==> src/rtl/uart_rx_fifo.sv <==
// Receive FIFO between the buart holding register and the CPU bus.
// Captures bytes with a two-state ack handshake and exposes data/status registers plus a level irq.
module uart_rx_fifo #(
    parameter int DEPTH_LOG2 = 4,
    parameter int THRESHOLD  = 1
) (
    input  logic        input_clk,
    input  logic        reset,
    input  logic        uart_valid,
    input  logic [7:0]  uart_data,
    output logic        uart_rd,
    input  logic        sys_rd,
    input  logic [3:0]  sys_we,
    input  logic        sys_data_sel,
    input  logic        sys_stat_sel,
    input  logic [31:0] sys_wdata,
    output logic [31:0] sys_rdata,
    output logic        irq
);

    localparam int DEPTH = 1 << DEPTH_LOG2;

    localparam logic [0:0] STATE_IDLE = 1'b0;
    localparam logic [0:0] STATE_ACK  = 1'b1;

    localparam logic [DEPTH_LOG2:0]   COUNT_FULL   = {1'b1, {DEPTH_LOG2{1'b0}}};
    localparam logic [DEPTH_LOG2:0]   COUNT_ONE    = 1;
    localparam logic [DEPTH_LOG2-1:0] PTR_ONE      = 1;
    localparam logic [DEPTH_LOG2:0]   THRESH_COUNT = THRESHOLD[DEPTH_LOG2:0];

    logic [7:0]            mem [DEPTH];
    logic [0:0]            state;
    logic [DEPTH_LOG2-1:0] rd_ptr;
    logic [DEPTH_LOG2-1:0] wr_ptr;
    logic [DEPTH_LOG2:0]   count;
    logic [DEPTH_LOG2:0]   count_next;
    logic                  overrun;
    logic                  overrun_next;
    logic                  irq_en;
    logic                  irq_en_next;
    logic [31:0]           stat_word;

    logic data_rd;
    logic stat_rd;
    logic ctrl_we;
    logic flush;
    logic clear_overrun;
    logic empty;
    logic full;
    logic ingest;
    logic pop;
    logic push;
    logic drop;
    logic unused_inputs;

    assign data_rd       = sys_rd & sys_data_sel;
    assign stat_rd       = sys_rd & sys_stat_sel;
    assign ctrl_we       = sys_stat_sel & sys_we[0];
    assign flush         = ctrl_we & sys_wdata[1];
    assign clear_overrun = ctrl_we & sys_wdata[0];
    assign empty         = (count == '0);
    assign full          = (count == COUNT_FULL);
    assign ingest        = (state == STATE_IDLE) & uart_valid;
    assign pop           = data_rd & ~empty;

    // A pop in the same cycle frees a slot for the incoming byte; a flush swallows it silently.
    assign push = ingest & (~full | pop) & ~flush;
    assign drop = ingest & full & ~pop & ~flush;

    assign unused_inputs = ^{sys_we[3:1], sys_wdata[31:3]};

    always_comb begin
        count_next = count;
        if (flush) begin
            count_next = '0;
        end else if (push & ~pop) begin
            count_next = count + COUNT_ONE;
        end else if (pop & ~push) begin
            count_next = count - COUNT_ONE;
        end
    end

    // A new overrun event outranks a software clear in the same cycle.
    always_comb begin
        overrun_next = overrun;
        if (clear_overrun) begin
            overrun_next = 1'b0;
        end
        if (drop) begin
            overrun_next = 1'b1;
        end
    end

    always_comb begin
        irq_en_next = irq_en;
        if (ctrl_we) begin
            irq_en_next = sys_wdata[2];
        end
    end

    always_comb begin
        stat_word = '0;
        stat_word[16 +: DEPTH_LOG2 + 1] = count;
        stat_word[3:0] = {irq_en, overrun, full, ~empty};
    end

    always_ff @(posedge input_clk or posedge reset) begin
        if (reset) begin
            state   <= STATE_IDLE;
            uart_rd <= 1'b0;
        end else begin
            case (state)
                STATE_IDLE: begin
                    if (uart_valid) begin
                        state   <= STATE_ACK;
                        uart_rd <= 1'b1;
                    end else begin
                        uart_rd <= 1'b0;
                    end
                end
                default: begin
                    state   <= STATE_IDLE;
                    uart_rd <= 1'b0;
                end
            endcase
        end
    end

    always_ff @(posedge input_clk) begin
        if (push) begin
            mem[wr_ptr] <= uart_data;
        end
    end

    always_ff @(posedge input_clk or posedge reset) begin
        if (reset) begin
            rd_ptr  <= '0;
            wr_ptr  <= '0;
            count   <= '0;
            overrun <= 1'b0;
            irq_en  <= 1'b0;
            irq     <= 1'b0;
        end else begin
            count   <= count_next;
            overrun <= overrun_next;
            irq_en  <= irq_en_next;
            irq     <= irq_en & ((count_next >= THRESH_COUNT) | overrun_next);
            if (flush) begin
                rd_ptr <= '0;
                wr_ptr <= '0;
            end else begin
                if (pop) begin
                    rd_ptr <= rd_ptr + PTR_ONE;
                end
                if (push) begin
                    wr_ptr <= wr_ptr + PTR_ONE;
                end
            end
        end
    end

    // Bit 8 flags a valid byte so software can poll the data register alone.
    always_ff @(posedge input_clk or posedge reset) begin
        if (reset) begin
            sys_rdata <= '0;
        end else if (data_rd) begin
            if (pop) begin
                sys_rdata <= {23'b0, 1'b1, mem[rd_ptr]};
            end else begin
                sys_rdata <= '0;
            end
        end else if (stat_rd) begin
            sys_rdata <= stat_word;
        end
    end

endmodule

==> config.mk <==
export PLATFORM = sky130hd
export DESIGN_NAME = uart_rx_fifo
export DESIGN_NICKNAME = d
export VERILOG_FILES = /design/src/rtl/uart_rx_fifo.sv
export SDC_FILE = /design/constraint.sdc
export NUM_CORES = 1
export LEC_CHECK = 0
export CORE_MARGIN = 2
export CORE_UTILIZATION = 55
export CTS_BUF_LIST = sky130_fd_sc_hd__clkbuf_16
export DETAILED_ROUTE_END_ITERATION = 8
export GPL_TIMING_DRIVEN = 0
export PLACE_DENSITY = 0.79
export SYNTH_ARGS = -nofsm -noshare
export SYNTH_HDL_FRONTEND = slang
export SYNTH_SLANG_ARGS = --single-unit
==> constraint.sdc <==
create_clock -name input_clk -period 2.6 [get_ports input_clk]
set_input_delay 0.78 -clock input_clk [delete_from_list [all_inputs] [get_ports input_clk]]
set_output_delay 0.78 -clock input_clk [all_outputs]
set_load 0.02 [all_outputs]
**Yosys cells after proc, flatten, opt, wreduce, memory -nomap -nowiden**

Memory sizes are Yosys's and may differ from the RTL's.
Index checks and enable logic that the tools add are counted.

- Add/sub/neg operators: 4
- Bitwise logic cells: 23
- Mux-type cells: 16
- Reductions and logical operators: 4
- Eq/ne operators: 1
- $lt $le $gt $ge: 1

Operator list:

| operator | number |
|---|---|
| 32-bit two-way mux | 2 |
| 4-bit two-way mux | 4 |
| 1-bit AND | 15 |
| 5-bit two-way mux | 3 |
| 9-bit two-way mux | 1 |
| 4-bit by 1-bit adder with 4-bit output (second input constant) | 2 |
| 1-bit two-way mux | 6 |
| 1-bit inverter | 6 |
| 2-bit nonzero test | 3 |
| 5-bit by 1-bit adder with 5-bit output (second input constant) | 1 |
| 5-bit == test (second input constant) | 1 |
| 5-bit by 1-bit greater-or-equal comparator with 1-bit output (second input constant) | 1 |
| 5-bit zero test | 1 |
| 5-bit by 1-bit subtractor with 5-bit output (second input constant) | 1 |
| 1-bit OR | 2 |

- Memories: 1
- Register bits: 49
- Input port bits: 50
- RAM bits: 128
- Output and inout bits: 34

Memories:

| memory | words | width | read ports | clocked after memory_dff | wr ports | line | source |
|---|---|---|---|---|---|---|---|
| mem | 16 | 8 | 1 | 0 | 1 | 31 | `logic [7:0] mem [DEPTH];` |

**Logic depth before layout (Yosys ltp)**

Gate-level depths: netlist (run 1).

- Depth in word-level cells: 14
- Mapped depth: 8

**Worst setup path after synthesis (run 1)**

OpenSTA, ideal clock, no wires.

- Path type: input to register
- Start: input sys_wdata[1]
- End: memory mem[0][0] (enable)
- Path slack: 0.075 ns
- Stages on the path: 5
- Buffers on the path: 1
- Arrival time: 2.141 ns
- Cell sequence: and3_1 clkbuf_1 a311oi_4 nand2_1 nor3_1

- Cells in the longest elaborated chain, start to end: 5

Ends and longest elaborated chain:

| what | line | source |
|---|---|---|
| start: declaration | 16 | `input logic [31:0] sys_wdata,` |
| 1-bit AND | 59 | `assign flush = ctrl_we & sys_wdata[1];` |
| 1-bit inverter | 67 | `assign push = ingest & (~full \| pop) & ~flush;` |
| 1-bit AND | 67 |  |
| 1-bit two-way mux | 130 | `if (push) begin` |
| 1-bit two-way mux (not written as such) | 131 | `mem[wr_ptr] <= uart_data;` |
| end: declaration | 31 |  |

No other way between the ends.

**Worst setup path after layout (run 1)**

- Start: input count[1]
- End: register irq

- Cells in the longest elaborated chain, start to end: 14
- Elaborated cells between the ends (all ways): 24
- Those cells by class: add/sub: 2; order compare: 1; eq/ne: 1; mux: 4; bitwise: 15; reduce/logical: 1

Ends and longest elaborated chain:

| what | line | source |
|---|---|---|
| start: declaration | 35 | `logic [DEPTH_LOG2:0] count;` |
| 5-bit zero test | 61 | `assign empty = (count == '0);` |
| 1-bit inverter | 64 | `assign pop = data_rd & ~empty;` |
| 1-bit AND | 64 |  |
| 1-bit OR | 67 |  |
| 1-bit AND (2 in a row) | 67 |  |
| 1-bit inverter | 78 | `end else if (pop & ~push) begin` |
| 1-bit AND | 78 |  |
| 5-bit two-way mux | 78 |  |
| 5-bit two-way mux * | 76 | `end else if (push & ~pop) begin` |
| 5-bit two-way mux * | 74 | `if (flush) begin` |
| net count_next[0] | 36 | `logic [DEPTH_LOG2:0] count_next;` |
| 5-bit by 1-bit greater-or-equal comparator with 1-bit output * | 147 | `irq <= irq_en & ((count_next >= THRESH_COUNT) \| overrun_next);` |
| 1-bit OR * | 147 |  |
| 1-bit AND * | 147 |  |
| end signal: assignment | 147 |  |
| end: declaration | 18 | `output logic irq` |

The timed path passes the listed nets; every way through them passes the cells marked *.
A chain may end at the register's enable or synchronous reset.

==> qor.yml, run 1 <==
outcome: "finished, final reports clean"
hold_ws_ns: 0.493
dieArea_um2: 13000
grt_max_degree: 32
rsz0062_at_grt: "true"
fp.dieH_um: 114
final_util: 0.683
p_leak_nw: 2.87
cpMaxStageDelayCell: "or4b_4"
die_x_um: 114
setup_violations: 0
layout_commonest_cell: "edfxtp_1"
slew_viol_final: 0
async_flop_share: 0.195
cts-root-buf: "clkbuf_16"
grt_pass1_vias: 3682
insertion_delay_ns: 0.43
antenna_found_initial: 0
htree_num_levels: 4
worstPathCellList: "inv_1, ha_1, or4b_4, nand2_4, nor2_1, a31oi_2, mux2_4, o41a_1"
grt_use_total: 0.231
coreArea_um2: 11900
tns_ns: 0
cts.sinks: 159
postSynthAreaPerCell_um2: 17.4
wl_per_cell_um: 22.3
ir_worst_vdd_v: 0.000432
diodes: 0
drt_iter0_markers: 306
initial_core_util: 0.557
firstDrtPassIters: 5
hp-class: "flip-flop to flip-flop"
max_slew.worst_pin.slew_ns: 1.17
drcViolationCount: 0
final_hold_viol_count: 0
crit_path_max_incr_delay_ns: 0.50
portBuffers: 33
cts_buffers: 17
max_clock_freq_mhz: 390
yosys_warnings: 0
grt_pass1_wl_mm: 21.3
fin_skew_ns: 0.0129
fin_crit_ns: 2.56
nets: 524
crit_path_start_kind: "flip-flop"
seq_area_frac_synth: 0.696
drive_above_1_share: 0.299
crit_fanout: 8
synth_edf_count: 128
cts_tree: "done"
routed_wl_mm: 13.9
synth_cell_types: 44
wl_met1_mm: 5.44
timing.final.crit_share: 0.986
overflow: 0
io_pins: 84
cts.path.max_buffers: 2
required_ns: 2.90
syn_area_um2: 6640
cap_violations: 0
highest_layer: "met4"
ant_nets: 0
dr_wl_met2_mm: 7.25
powerDensity_nw_per_um2: 969
dp_hpwl_mm: 8.54
rows: 40
area_delta_synth_final_pct: 22.5
critical_path_class: "flip-flop to flip-flop"
place_congestion: 0.911
ys_ff_latch: 159
maxSlewHeadroom: 0.220
via_count: 3725
viasPerCell: 5.95
arrival_ns: 2.87
endpoint_kind: "flip-flop"
mostFrequentLayoutCells: "128 x edfxtp_1, 40 x mux4_2, 32 x clkdlybuf4s50_1"
synth_cells: 382
clk_pin_slew_ns: 0.06
dr_wl_met3_um: 891
ys.flop_type: "edfxtp_1"
[cell usage after synthesis (2+ instances only)]
| cell type | count | area share |
|---|---|---|
| a211oi_1 | 3 | 0.0034 |
| a21oi_1 | 9 | 0.0068 |
| a22o_1 | 4 | 0.0053 |
| a31oi_1 | 3 | 0.0028 |
| and3_1 | 3 | 0.0028 |
| buf_1 | 2 | 0.0011 |
| buf_2 | 5 | 0.0038 |
| buf_4 | 19 | 0.021 |
| clkbuf_1 | 10 | 0.0057 |
| dfrtp_1 | 31 | 0.12 |
| edfxtp_1 | 128 | 0.58 |
| ha_1 | 7 | 0.013 |
| inv_1 | 5 | 0.0028 |
| mux2i_1 | 4 | 0.0060 |
| mux4_2 | 40 | 0.14 |
| nand2_1 | 34 | 0.019 |
| nand2b_1 | 4 | 0.0038 |
| nand3_1 | 4 | 0.0030 |
| nand4_1 | 4 | 0.0038 |
| nor2_1 | 26 | 0.015 |
| nor3_1 | 6 | 0.0045 |
| o211ai_1 | 2 | 0.0023 |
| o21ai_0 | 2 | 0.0015 |
| o21ai_1 | 2 | 0.0015 |
| xnor2_1 | 3 | 0.0040 |
| xor2_1 | 4 | 0.0053 |
[power by group]
part	total (W)	leakage (nW)	switching, W	internal, W
Clock	0.00233	0.275	0.000942	0.00139
Sequential	0.00316	1.55	0.000148	0.00301
Combinational	0.00240	1.04	0.00126	0.00113
[per-layer routing]
layer | track usage | up-vias
met5 | 0 | -
met4 | 0.115 | 0
met1 | 0.292 | 1901
met3 | 0.0574 | 28
met2 | 0.376 | 165
li1 | - | 1631
[critical path: cells and delay by family, from the launching register on]
family | cells | cell delay (ns)
simple gates | 3 | 0.70
mux | 1 | 0.33
buf+inv | 1 | 0.13
flops | 1 | 0.46
compound gates | 2 | 0.59
fa+ha+maj | 1 | 0.23
[path summary, 6_finish.rpt]
path	slack [ns]	endpoint	start	cells after the start
setup / recovery	0.04	irq	count[1]	8
hold / removal	0.49	sys_rdata[8]	sys_rdata[8]	2
setup reg to reg	0.04	irq	count[1]	8
hold reg to reg	0.49	sys_rdata[8]	sys_rdata[8]	2
max in group asynchronous	0.85	count[1]	reset	2
min in group asynchronous	0.97	count[2]	reset	2
[flip-flops by register name, indices dropped and copies added (netlist names)]
register	cells
count	5
irq	1
irq_en	1
mem	128
overrun	1
rd_ptr	4
state	1
sys_rdata	14
wr_ptr	4
[stage by stage]
step / instance area (µm²) / worst slack, ns / power, W / instances
6_report: 8130 / 0.0359 / 0.00789 / 626
4_1_cts: 8100 / 0.00242 / 0.00787 / 624
3_3_place_gp: 7220 / -1.22 / 0.00534 / 579
5_1_grt: 8130 / -0.0470 / 0.00820 / 626
3_5_place_dp: 7230 / -1.24 / 0.00540 / 579
2_1_floorplan: 6700 / 0.0754 / 0.00472 / 399
[cell families after synthesis]
group	synth area share
XOR/XNOR	0.00924
other	0.000565
flip-flops	0.696
multiplexers	0.146
buffers and inverters	0.0371
AO/OA/AOI/OAI	0.0345
AND/OR/NAND/NOR	0.0639
adder cells (fa/ha/maj)	0.0132
[final cells by class]
class,count,area [µm²]
tap,147,184
sequential,159,4620
multi-input combinational,197,2000
timing repair buffer,50,527
fill,764,3780
clock buffer,17,425
inverter,6,23.8
clock inverter,14,129
buffer,36,224
[what timing repair did]
item                       4_1_cts  5_1_grt
hold buffers                     0        0
setup buffers                   15        2
setup endpoints to repair      129       84
pin swaps                        7        1
gates resized for setup         36       13
cloned                           0        0
Note: power is estimated with default switching activity, not from simulation.
==> inputs of run 2 (changes only) <==
--- a/config.mk
+++ b/config.mk
@@ -9,6 +9,7 @@
 export CORE_UTILIZATION = 55
 export CTS_BUF_LIST = sky130_fd_sc_hd__clkbuf_16
 export DETAILED_ROUTE_END_ITERATION = 8
+export GPL_ROUTABILITY_DRIVEN = 0
 export GPL_TIMING_DRIVEN = 0
 export PLACE_DENSITY = 0.79
 export SYNTH_ARGS = -nofsm -noshare
==> results of run 2 <==
Final layout, timing and power as in run 1 (identical DEF).
